===== config.mk =====
export PLATFORM = sky130hd
export DESIGN_NAME = dac_tgc_seq_flat
export DESIGN_NICKNAME = d
export VERILOG_FILES = /design/src/rtl/dac_tgc_seq_if.sv /design/src/rtl/dac_tgc_seq.sv /design/src/flat_wrapper.sv
export SDC_FILE = /design/constraint.sdc
export NUM_CORES = 1
export LEC_CHECK = 0
export CORE_UTILIZATION = 40
export DETAILED_ROUTE_END_ITERATION = 10
export MAX_ROUTING_LAYER = met4
export PLACE_DENSITY = 0.64
export SLEW_MARGIN = 20
export SYNTH_ARGS = -nofsm -noshare
export SYNTH_HDL_FRONTEND = slang
export SYNTH_SLANG_ARGS = --single-unit

===== constraint.sdc =====
create_clock -name clk -period 7.8 [get_ports clk]
set_clock_uncertainty 0.05 [all_clocks]
set_input_delay 1.17 -clock clk [delete_from_list [all_inputs] [get_ports clk]]
set_output_delay 1.17 -clock clk [all_outputs]
set_load 0.01 [all_outputs]

===== src/rtl/dac_tgc_seq_if.sv =====
// DAC controller load port: code, one-cycle load strobe and busy return.
interface dac_tgc_seq_if #(
  parameter int unsigned DATA_W = 10
);
  logic [DATA_W-1:0] dac_din;
  logic              dac_dvalid;
  logic              dac_busy;

  modport master (output dac_din, output dac_dvalid, input dac_busy);
  modport slave  (input dac_din, input dac_dvalid, output dac_busy);
endinterface


===== src/rtl/dac_tgc_seq.sv =====
// TGC sequencer: replays a gain table to the DAC controller on a fixed
// interval grid after each trigger, then parks the DAC at an idle code.
module dac_tgc_seq #(
  parameter int unsigned DATA_W = 10,
  parameter int unsigned DEPTH  = 32,
  parameter int unsigned ADDR_W = 5,
  parameter int unsigned IVL_W  = 16
) (
  input  logic              clk,
  input  logic              rst_n,
  input  logic              tbl_we,
  input  logic [ADDR_W-1:0] tbl_waddr,
  input  logic [DATA_W-1:0] tbl_wdata,
  input  logic [ADDR_W:0]   len,
  input  logic [IVL_W-1:0]  interval,
  input  logic [DATA_W-1:0] idle_code,
  input  logic              start,
  input  logic              abort,
  dac_tgc_seq_if.master     dac,
  output logic              running,
  output logic              done,
  output logic              overrun
);

  localparam int unsigned     PEND_W  = ADDR_W + 2;
  localparam logic [ADDR_W:0] LEN_MAX = (ADDR_W+1)'(DEPTH);
  localparam logic [ADDR_W:0] LEN_ONE = (ADDR_W+1)'(1);

  typedef enum logic [2:0] {
    S_IDLE, S_FETCH, S_ISSUE, S_WAIT, S_PARK, S_DRAIN
  } state_t;

  state_t              r_state;
  logic [DATA_W-1:0]   r_tbl [DEPTH];
  logic [ADDR_W-1:0]   r_idx;
  logic [ADDR_W:0]     r_len;
  logic [IVL_W-1:0]    r_ivl;
  logic [IVL_W-1:0]    r_cnt;
  logic [PEND_W-1:0]   r_pend;
  logic                r_late;
  logic                r_step;
  logic [DATA_W-1:0]   r_din;
  logic                r_dvalid;
  logic                r_running;
  logic                r_done;
  logic                r_overrun;

  logic                w_tick;
  logic                w_last;
  logic                w_start_ok;
  logic [PEND_W-1:0]   w_pend_inc;

  always_ff @(posedge clk) begin
    if (tbl_we) r_tbl[tbl_waddr] <= tbl_wdata;
  end

  always_comb begin
    w_tick     = (r_cnt == r_ivl - IVL_W'(1));
    w_last     = ({1'b0, r_idx} == r_len - LEN_ONE);
    w_start_ok = start && !abort && (len != '0) && (len <= LEN_MAX) &&
                 (interval >= IVL_W'(2));
    w_pend_inc = r_pend;
    if (w_tick && (r_pend != '1)) w_pend_inc = r_pend + PEND_W'(1);
  end

  // r_pend counts grid ticks not yet consumed by WAIT, so late points are
  // issued back-to-back without shifting the grid; r_late marks a point
  // released from backlog or held by busy.
  always_ff @(posedge clk or negedge rst_n) begin
    if (!rst_n) begin
      r_state   <= S_IDLE;
      r_idx     <= '0;
      r_len     <= '0;
      r_ivl     <= '0;
      r_cnt     <= '0;
      r_pend    <= '0;
      r_late    <= 1'b0;
      r_step    <= 1'b0;
      r_din     <= '0;
      r_dvalid  <= 1'b0;
      r_running <= 1'b0;
      r_done    <= 1'b0;
      r_overrun <= 1'b0;
    end else begin
      r_dvalid <= 1'b0;
      r_done   <= 1'b0;
      if (r_state != S_IDLE) r_cnt <= w_tick ? '0 : r_cnt + IVL_W'(1);
      case (r_state)
        S_IDLE: begin
          if (w_start_ok) begin
            r_len     <= len;
            r_ivl     <= interval;
            r_overrun <= 1'b0;
            r_idx     <= '0;
            r_cnt     <= '0;
            r_pend    <= '0;
            r_late    <= 1'b0;
            r_running <= 1'b1;
            r_state   <= S_FETCH;
          end
        end
        S_FETCH: begin
          if (abort) r_state <= S_PARK;
          else begin
            r_din   <= r_tbl[r_idx];
            r_pend  <= w_pend_inc;
            r_state <= S_ISSUE;
          end
        end
        S_ISSUE: begin
          if (abort) r_state <= S_PARK;
          else begin
            r_pend <= w_pend_inc;
            if (!dac.dac_busy) begin
              r_dvalid  <= 1'b1;
              r_overrun <= r_overrun | r_late;
              r_state   <= S_WAIT;
            end else begin
              r_late <= 1'b1;
            end
          end
        end
        S_WAIT: begin
          if (abort) r_state <= S_PARK;
          else if (w_pend_inc != '0) begin
            r_pend <= w_pend_inc - PEND_W'(1);
            r_late <= (r_pend != '0);
            if (w_last) r_state <= S_PARK;
            else begin
              r_idx   <= r_idx + ADDR_W'(1);
              r_state <= S_FETCH;
            end
          end
        end
        // First cycle in PARK/DRAIN is a settle slot; the controller has not
        // yet had a chance to raise busy in response to the previous strobe.
        S_PARK: begin
          if (!r_step) r_step <= 1'b1;
          else if (!dac.dac_busy) begin
            r_din    <= idle_code;
            r_dvalid <= 1'b1;
            r_step   <= 1'b0;
            r_state  <= S_DRAIN;
          end
        end
        S_DRAIN: begin
          if (!r_step) r_step <= 1'b1;
          else if (!dac.dac_busy) begin
            r_done    <= 1'b1;
            r_running <= 1'b0;
            r_step    <= 1'b0;
            r_state   <= S_IDLE;
          end
        end
        default: r_state <= S_IDLE;
      endcase
    end
  end

  assign dac.dac_din    = r_din;
  assign dac.dac_dvalid = r_dvalid;
  assign running        = r_running;
  assign done           = r_done;
  assign overrun        = r_overrun;

endmodule


===== src/flat_wrapper.sv =====
// flat-port wrapper written by rule: the top's interface ports become plain ports
module dac_tgc_seq_flat 
#(
  parameter int unsigned DATA_W = 10,
  parameter int unsigned DEPTH  = 32,
  parameter int unsigned ADDR_W = 5,
  parameter int unsigned IVL_W  = 16
)
  (clk, rst_n, tbl_we, tbl_waddr, tbl_wdata, len, interval, idle_code, start, abort, running, done, overrun, dac_dac_din, dac_dac_dvalid, dac_dac_busy);
  dac_tgc_seq_if #(.DATA_W(DATA_W)) dac_i ();
  input  logic clk;
  input  logic rst_n;
  input  logic tbl_we;
  input  logic [ADDR_W-1:0] tbl_waddr;
  input  logic [DATA_W-1:0] tbl_wdata;
  input  logic [ADDR_W:0] len;
  input  logic [IVL_W-1:0] interval;
  input  logic [DATA_W-1:0] idle_code;
  input  logic start;
  input  logic abort;
  output logic running;
  output logic done;
  output logic overrun;
  output wire logic [$bits(dac_i.dac_din)-1:0] dac_dac_din;
  output wire logic [$bits(dac_i.dac_dvalid)-1:0] dac_dac_dvalid;
  input wire logic [$bits(dac_i.dac_busy)-1:0] dac_dac_busy;
  assign dac_dac_din = dac_i.dac_din;
  assign dac_dac_dvalid = dac_i.dac_dvalid;
  assign dac_i.dac_busy = dac_dac_busy;
  dac_tgc_seq #(.DATA_W(DATA_W), .DEPTH(DEPTH), .ADDR_W(ADDR_W), .IVL_W(IVL_W)) u_core (.clk(clk), .rst_n(rst_n), .tbl_we(tbl_we), .tbl_waddr(tbl_waddr), .tbl_wdata(tbl_wdata), .len(len), .interval(interval), .idle_code(idle_code), .start(start), .abort(abort), .dac(dac_i), .running(running), .done(done), .overrun(overrun));
endmodule

==> metrics.txt <==
# TYPE chip_impl_metric gauge
chip_impl_metric{name="hold_violations",unit=""} 0
chip_impl_metric{name="detailed_place.area",unit="um^2"} 18000
chip_impl_metric{name="postLayoutSetupSlackWorst",unit="ns"} 3.42
chip_impl_metric{name="cts_max_level",unit=""} 2
chip_impl_metric{name="clk_pin_slew",unit="ns"} 0.06
chip_impl_metric{name="core_region",unit="um^2"} 41100
chip_impl_metric{name="final_layout_size_suffix_gt1_frac",unit=""} 0.182
chip_impl_metric{name="relSlewSlack",unit=""} 0.283
chip_impl_info{name="synthTopCellsByArea",value="sky130_fd_sc_hd__edfxtp_1 (57%), sky130_fd_sc_hd__mux4_2 (13%), sky130_fd_sc_hd__dfrtp_1 (10%)"} 1
chip_impl_metric{name="detailedRoute.firstPassIterationCount",unit=""} 10
chip_impl_metric{name="synth-xor-area-share",unit=""} 0.0229
chip_impl_metric{name="number_of_drc_markers_after_the_initial_detailed_route_iteration",unit=""} 850
chip_impl_metric{name="num_antenna_cells",unit=""} 0
chip_impl_metric{name="synth_compound_gate_area_share",unit=""} 0.0435
chip_impl_metric{name="synth-edff-count",unit=""} 320
chip_impl_metric{name="avgRoutedWirePerCell",unit="um"} 21.9
chip_impl_metric{name="die_h",unit="um"} 207
chip_impl_metric{name="grt-ovfl-total",unit=""} 0
chip_impl_metric{name="synthAdderAreaFrac",unit=""} 0.00522
chip_impl_metric{name="postSynthCellCount",unit=""} 1039
chip_impl_metric{name="synth_top_area_share",unit=""} 0.572
chip_impl_info{name="cts_tree",value="yes"} 1
chip_impl_metric{name="first_pass_grt_wire_length",unit="um"} 55500
chip_impl_metric{name="final_design_area_no_fill",unit="um^2"} 19300
chip_impl_metric{name="syn_area_per_cell",unit="um^2"} 16.2
chip_impl_info{name="timing.critical_path.from",value="u_core.r_ivl[0]"} 1
chip_impl_metric{name="areaGrowthSynthToFinish",unit="%"} 14.8
chip_impl_metric{name="dpl_worst_slack",unit="ns"} 3.42
chip_impl_metric{name="routabilityCongestion",unit=""} 0.865
chip_impl_metric{name="final-setup-viol-count",unit=""} 0
chip_impl_metric{name="synthesis_stage_register_bit_count",unit=""} 389
chip_impl_info{name="synth_ff_type",value="sky130_fd_sc_hd__edfxtp_1"} 1
chip_impl_metric{name="drcViolationCount",unit=""} 3
chip_impl_metric{name="cp_data_required_time",unit="ns"} 8.17
chip_impl_info{name="hold_path_class",value="reg -> reg"} 1
chip_impl_metric{name="arrival",unit="ns"} 4.76
chip_impl_metric{name="tritoncts_buffer_count",unit=""} 41
chip_impl_metric{name="synthesis.area",unit="um^2"} 16800
chip_impl_metric{name="cts_sinks",unit=""} 389
chip_impl_info{name="critical_path.startpoint_type",value="flip-flop"} 1
chip_impl_metric{name="maxcap_violations",unit=""} 0
chip_impl_metric{name="async_flop_share",unit=""} 0.177
chip_impl_metric{name="route.antenna.remaining_nets",unit=""} 0
chip_impl_metric{name="dieArea",unit="um^2"} 42800
chip_impl_metric{name="grt_antenna_before_repair",unit=""} 0
chip_impl_metric{name="number_of_nets_produced_by_synthesis",unit=""} 1099
chip_impl_info{name="outcome",value="complete, but fails checks"} 1
chip_impl_metric{name="timing_worst_slew_pin_value",unit="ns"} 1.07
chip_impl_metric{name="dpl.cell_count",unit=""} 1595
chip_impl_info{name="post-synth-top-area-cell",value="sky130_fd_sc_hd__edfxtp_1"} 1
chip_impl_info{name="timing_worst_setup_path_type",value="reg -> reg"} 1
chip_impl_metric{name="critical_path_peak_fanout",unit=""} 13
chip_impl_metric{name="ioPinCount",unit=""} 67
chip_impl_metric{name="min_period_over_period",unit=""} 0.562
chip_impl_metric{name="via_count_of_the_first_global_routing_pass",unit=""} 9154
chip_impl_metric{name="post_synth_and_or_nand_nor_area_fraction",unit=""} 0.0936
chip_impl_info{name="reg2reg_from",value="u_core.r_ivl[0]"} 1
chip_impl_metric{name="post_cts_hold_buffer_count",unit=""} 0
chip_impl_info{name="failed_checks",value="design-rule violations"} 1
chip_impl_metric{name="vias",unit=""} 9285
chip_impl_metric{name="grt_max_degree",unit=""} 70
chip_impl_metric{name="finalMaxSlewViolations",unit=""} 0
chip_impl_metric{name="post-route-min-period",unit="ns"} 4.38
chip_impl_metric{name="ys_types",unit=""} 69
chip_impl_metric{name="fin_nets",unit=""} 1166
chip_impl_metric{name="grt_use_total",unit=""} 0.181
chip_impl_metric{name="fp-row-count",unit=""} 74
chip_impl_metric{name="setup_total_negative_slack",unit="ns"} 0
chip_impl_info{name="root_buffer",value="sky130_fd_sc_hd__clkbuf_16"} 1
chip_impl_info{name="synth_top_family_by_area",value="multiplexers"} 1
chip_impl_metric{name="detailed_route_wire_length",unit="um"} 36500
chip_impl_info{name="grt_setup_unrepaired",value="no"} 1
chip_impl_info{name="worstHoldStart",value="u_core.dac.dac_din[6]"} 1
chip_impl_metric{name="post_cts_resize_count",unit=""} 0
chip_impl_metric{name="route.detailed.vias_per_inst",unit=""} 5.57
chip_impl_metric{name="cts_setup_buffers",unit=""} 0
chip_impl_metric{name="leakagePower",unit="nW"} 6.31
chip_impl_metric{name="synth_sequential_area_ratio",unit=""} 0.675
chip_impl_metric{name="cts-root-to-sink-buffers",unit=""} 3
chip_impl_metric{name="io_buf_count",unit=""} 66
chip_impl_info{name="cp-end-kind",value="flip-flop"} 1
chip_impl_metric{name="insertion_delay",unit="ns"} 0.56
chip_impl_metric{name="fp.dieW",unit="um"} 207
chip_impl_metric{name="floorplan.initialDensity",unit=""} 0.408
chip_impl_metric{name="hpwlAfterDp",unit="um"} 23000
chip_impl_metric{name="yosys_warnings",unit=""} 0
chip_impl_metric{name="fmax",unit="MHz"} 228
chip_impl_metric{name="layout.cells.non_filler",unit=""} 1667
chip_impl_metric{name="irDropWorstVdd",unit="mV"} 0.157
chip_impl_metric{name="post_synth_mux_area_share",unit=""} 0.144
chip_impl_metric{name="power_dens_cells",unit="nW/um^2"} 325
==> Yosys cell counts, types with 9 or more instances <==
cell type and n:
sky130_fd_sc_hd__and3_1 9, sky130_fd_sc_hd__xnor2_1 18, sky130_fd_sc_hd__nor4_1 10, sky130_fd_sc_hd__nand2b_1 9, sky130_fd_sc_hd__dfrtp_1 69, sky130_fd_sc_hd__mux4_2 100
sky130_fd_sc_hd__nand2_1 89, sky130_fd_sc_hd__edfxtp_1 320, sky130_fd_sc_hd__a21oi_1 23, sky130_fd_sc_hd__o21ai_0 38, sky130_fd_sc_hd__inv_1 14, sky130_fd_sc_hd__nor3_1 15
sky130_fd_sc_hd__clkbuf_1 33, sky130_fd_sc_hd__or3_1 11, sky130_fd_sc_hd__nor2_1 90, sky130_fd_sc_hd__nor2b_1 12, sky130_fd_sc_hd__nand3_1 17, sky130_fd_sc_hd__xor2_1 24
sky130_fd_sc_hd__mux2i_1 15, sky130_fd_sc_hd__nand4_1 14
==> area by class of cell <==
type / instances / area, um^2
clock buffers: 47 / 1070
clock inverters: 25 / 269
fillers: 3545 / 21800
inverters: 14 / 52.6
multi-input cells: 587 / 5200
flip-flops and latches: 389 / 11300
well taps: 532 / 666
repair buffers: 73 / 661
==> path summary, 6_finish.rpt <==
path                                          to  slack (ns)  cells after the start
setup / recovery               u_core.r_state[0]        3.42                     17
hold / removal             u_core.dac.dac_din[6]        0.43                      2
setup reg to reg               u_core.r_state[0]        3.42                     17
hold reg to reg            u_core.dac.dac_din[6]        0.43                      2
max in group asynchronous        u_core.r_idx[0]        6.31                      1
min in group asynchronous       u_core.r_ivl[15]        0.68                      1
==> worst max-delay path, stage by stage (launching register included) <==
cell and delay (ns):
sky130_fd_sc_hd__dfrtp_1 0.40, sky130_fd_sc_hd__inv_1 0.08, sky130_fd_sc_hd__ha_1 0.19, sky130_fd_sc_hd__nor4b_1 0.55
sky130_fd_sc_hd__o211ai_1 0.18, sky130_fd_sc_hd__nor4_1 0.68, sky130_fd_sc_hd__nand3_1 0.17, sky130_fd_sc_hd__nor4_2 0.18
sky130_fd_sc_hd__buf_4 0.23, sky130_fd_sc_hd__nor2_1 0.05, sky130_fd_sc_hd__a21oi_1 0.17, sky130_fd_sc_hd__ha_1 0.18
sky130_fd_sc_hd__nand2_1 0.08, sky130_fd_sc_hd__a211oi_4 0.38, sky130_fd_sc_hd__nand3_2 0.19, sky130_fd_sc_hd__o21bai_1 0.21
sky130_fd_sc_hd__mux2i_1 0.19, sky130_fd_sc_hd__o21ai_1 0.09
==> sequential cells by signal (all words and copies together) (netlist names), 3 cells and up <==
register / count
u_core.r_tbl: 320
u_core.r_cnt: 16
u_core.r_ivl: 16
u_core.dac.dac_din: 10
u_core.r_pend: 7
u_core.r_len: 6
u_core.r_idx: 5
u_core.r_state: 3
==> placed cells by master, fill, tap and decap left out, drive strengths merged, types with 18 or more instances in the layout <==
cell type      netlist  layout
nand3               18      18
buf                 16      18
xnor2               19      19
mux4               100     100
edfxtp             320     320
nand2               90      90
clkbuf              33      47
o21ai               43      43
xor2                24      24
nor2                90      90
a21oi               23      23
clkdlybuf4s50        0      55
dfrtp               69      69
==> metrics by stage <==
| stage | util | hold WS, ns | total power [mW] |
|---|---|---|---|
| final | 0.469 | 0.434 | 6.26 |
| after CTS | 0.470 | 0.439 | 6.33 |
| after global placement | 0.437 | 0.415 | 4.34 |
| after floorplan | - | 0.413 | 3.83 |
| after detailed placement | 0.437 | 0.426 | 4.36 |
| after global routing | 0.469 | 0.455 | 6.57 |
==> layer usage <==
| layer | global-route usage | vias to the layer above | wire length [um] | share of wire |
|---|---|---|---|---|
| met3 | 0.0320 | 60 | 2240 | 0.061 |
| met4 | 0.0618 | 0 | 885 | 0.024 |
| met5 | - | - | 0 | 0 |
| met1 | 0.262 | 4762 | 16900 | 0.46 |
| met2 | 0.258 | 279 | 16500 | 0.45 |
| li1 | - | 4184 | - | - |
==> power by group <==
part | switching (mW) | internal [mW]
Sequential | 0.274 | 2.40
Combinational | 0.849 | 0.781
Clock | 0.804 | 1.15
Total | 1.93 | 4.33
==> kinds of logic (layout without fill, tap and decap cells) <==
kind of cell / after synthesis / after routing
flops: 389 / 389
xor+xnor: 43 / 43
fa+ha+maj: 7 / 7
compound gates: 106 / 106
buf+inv: 63 / 159
simple gates: 314 / 314
mux: 117 / 117
No activity file was read; power rests on OpenSTA's default activity.
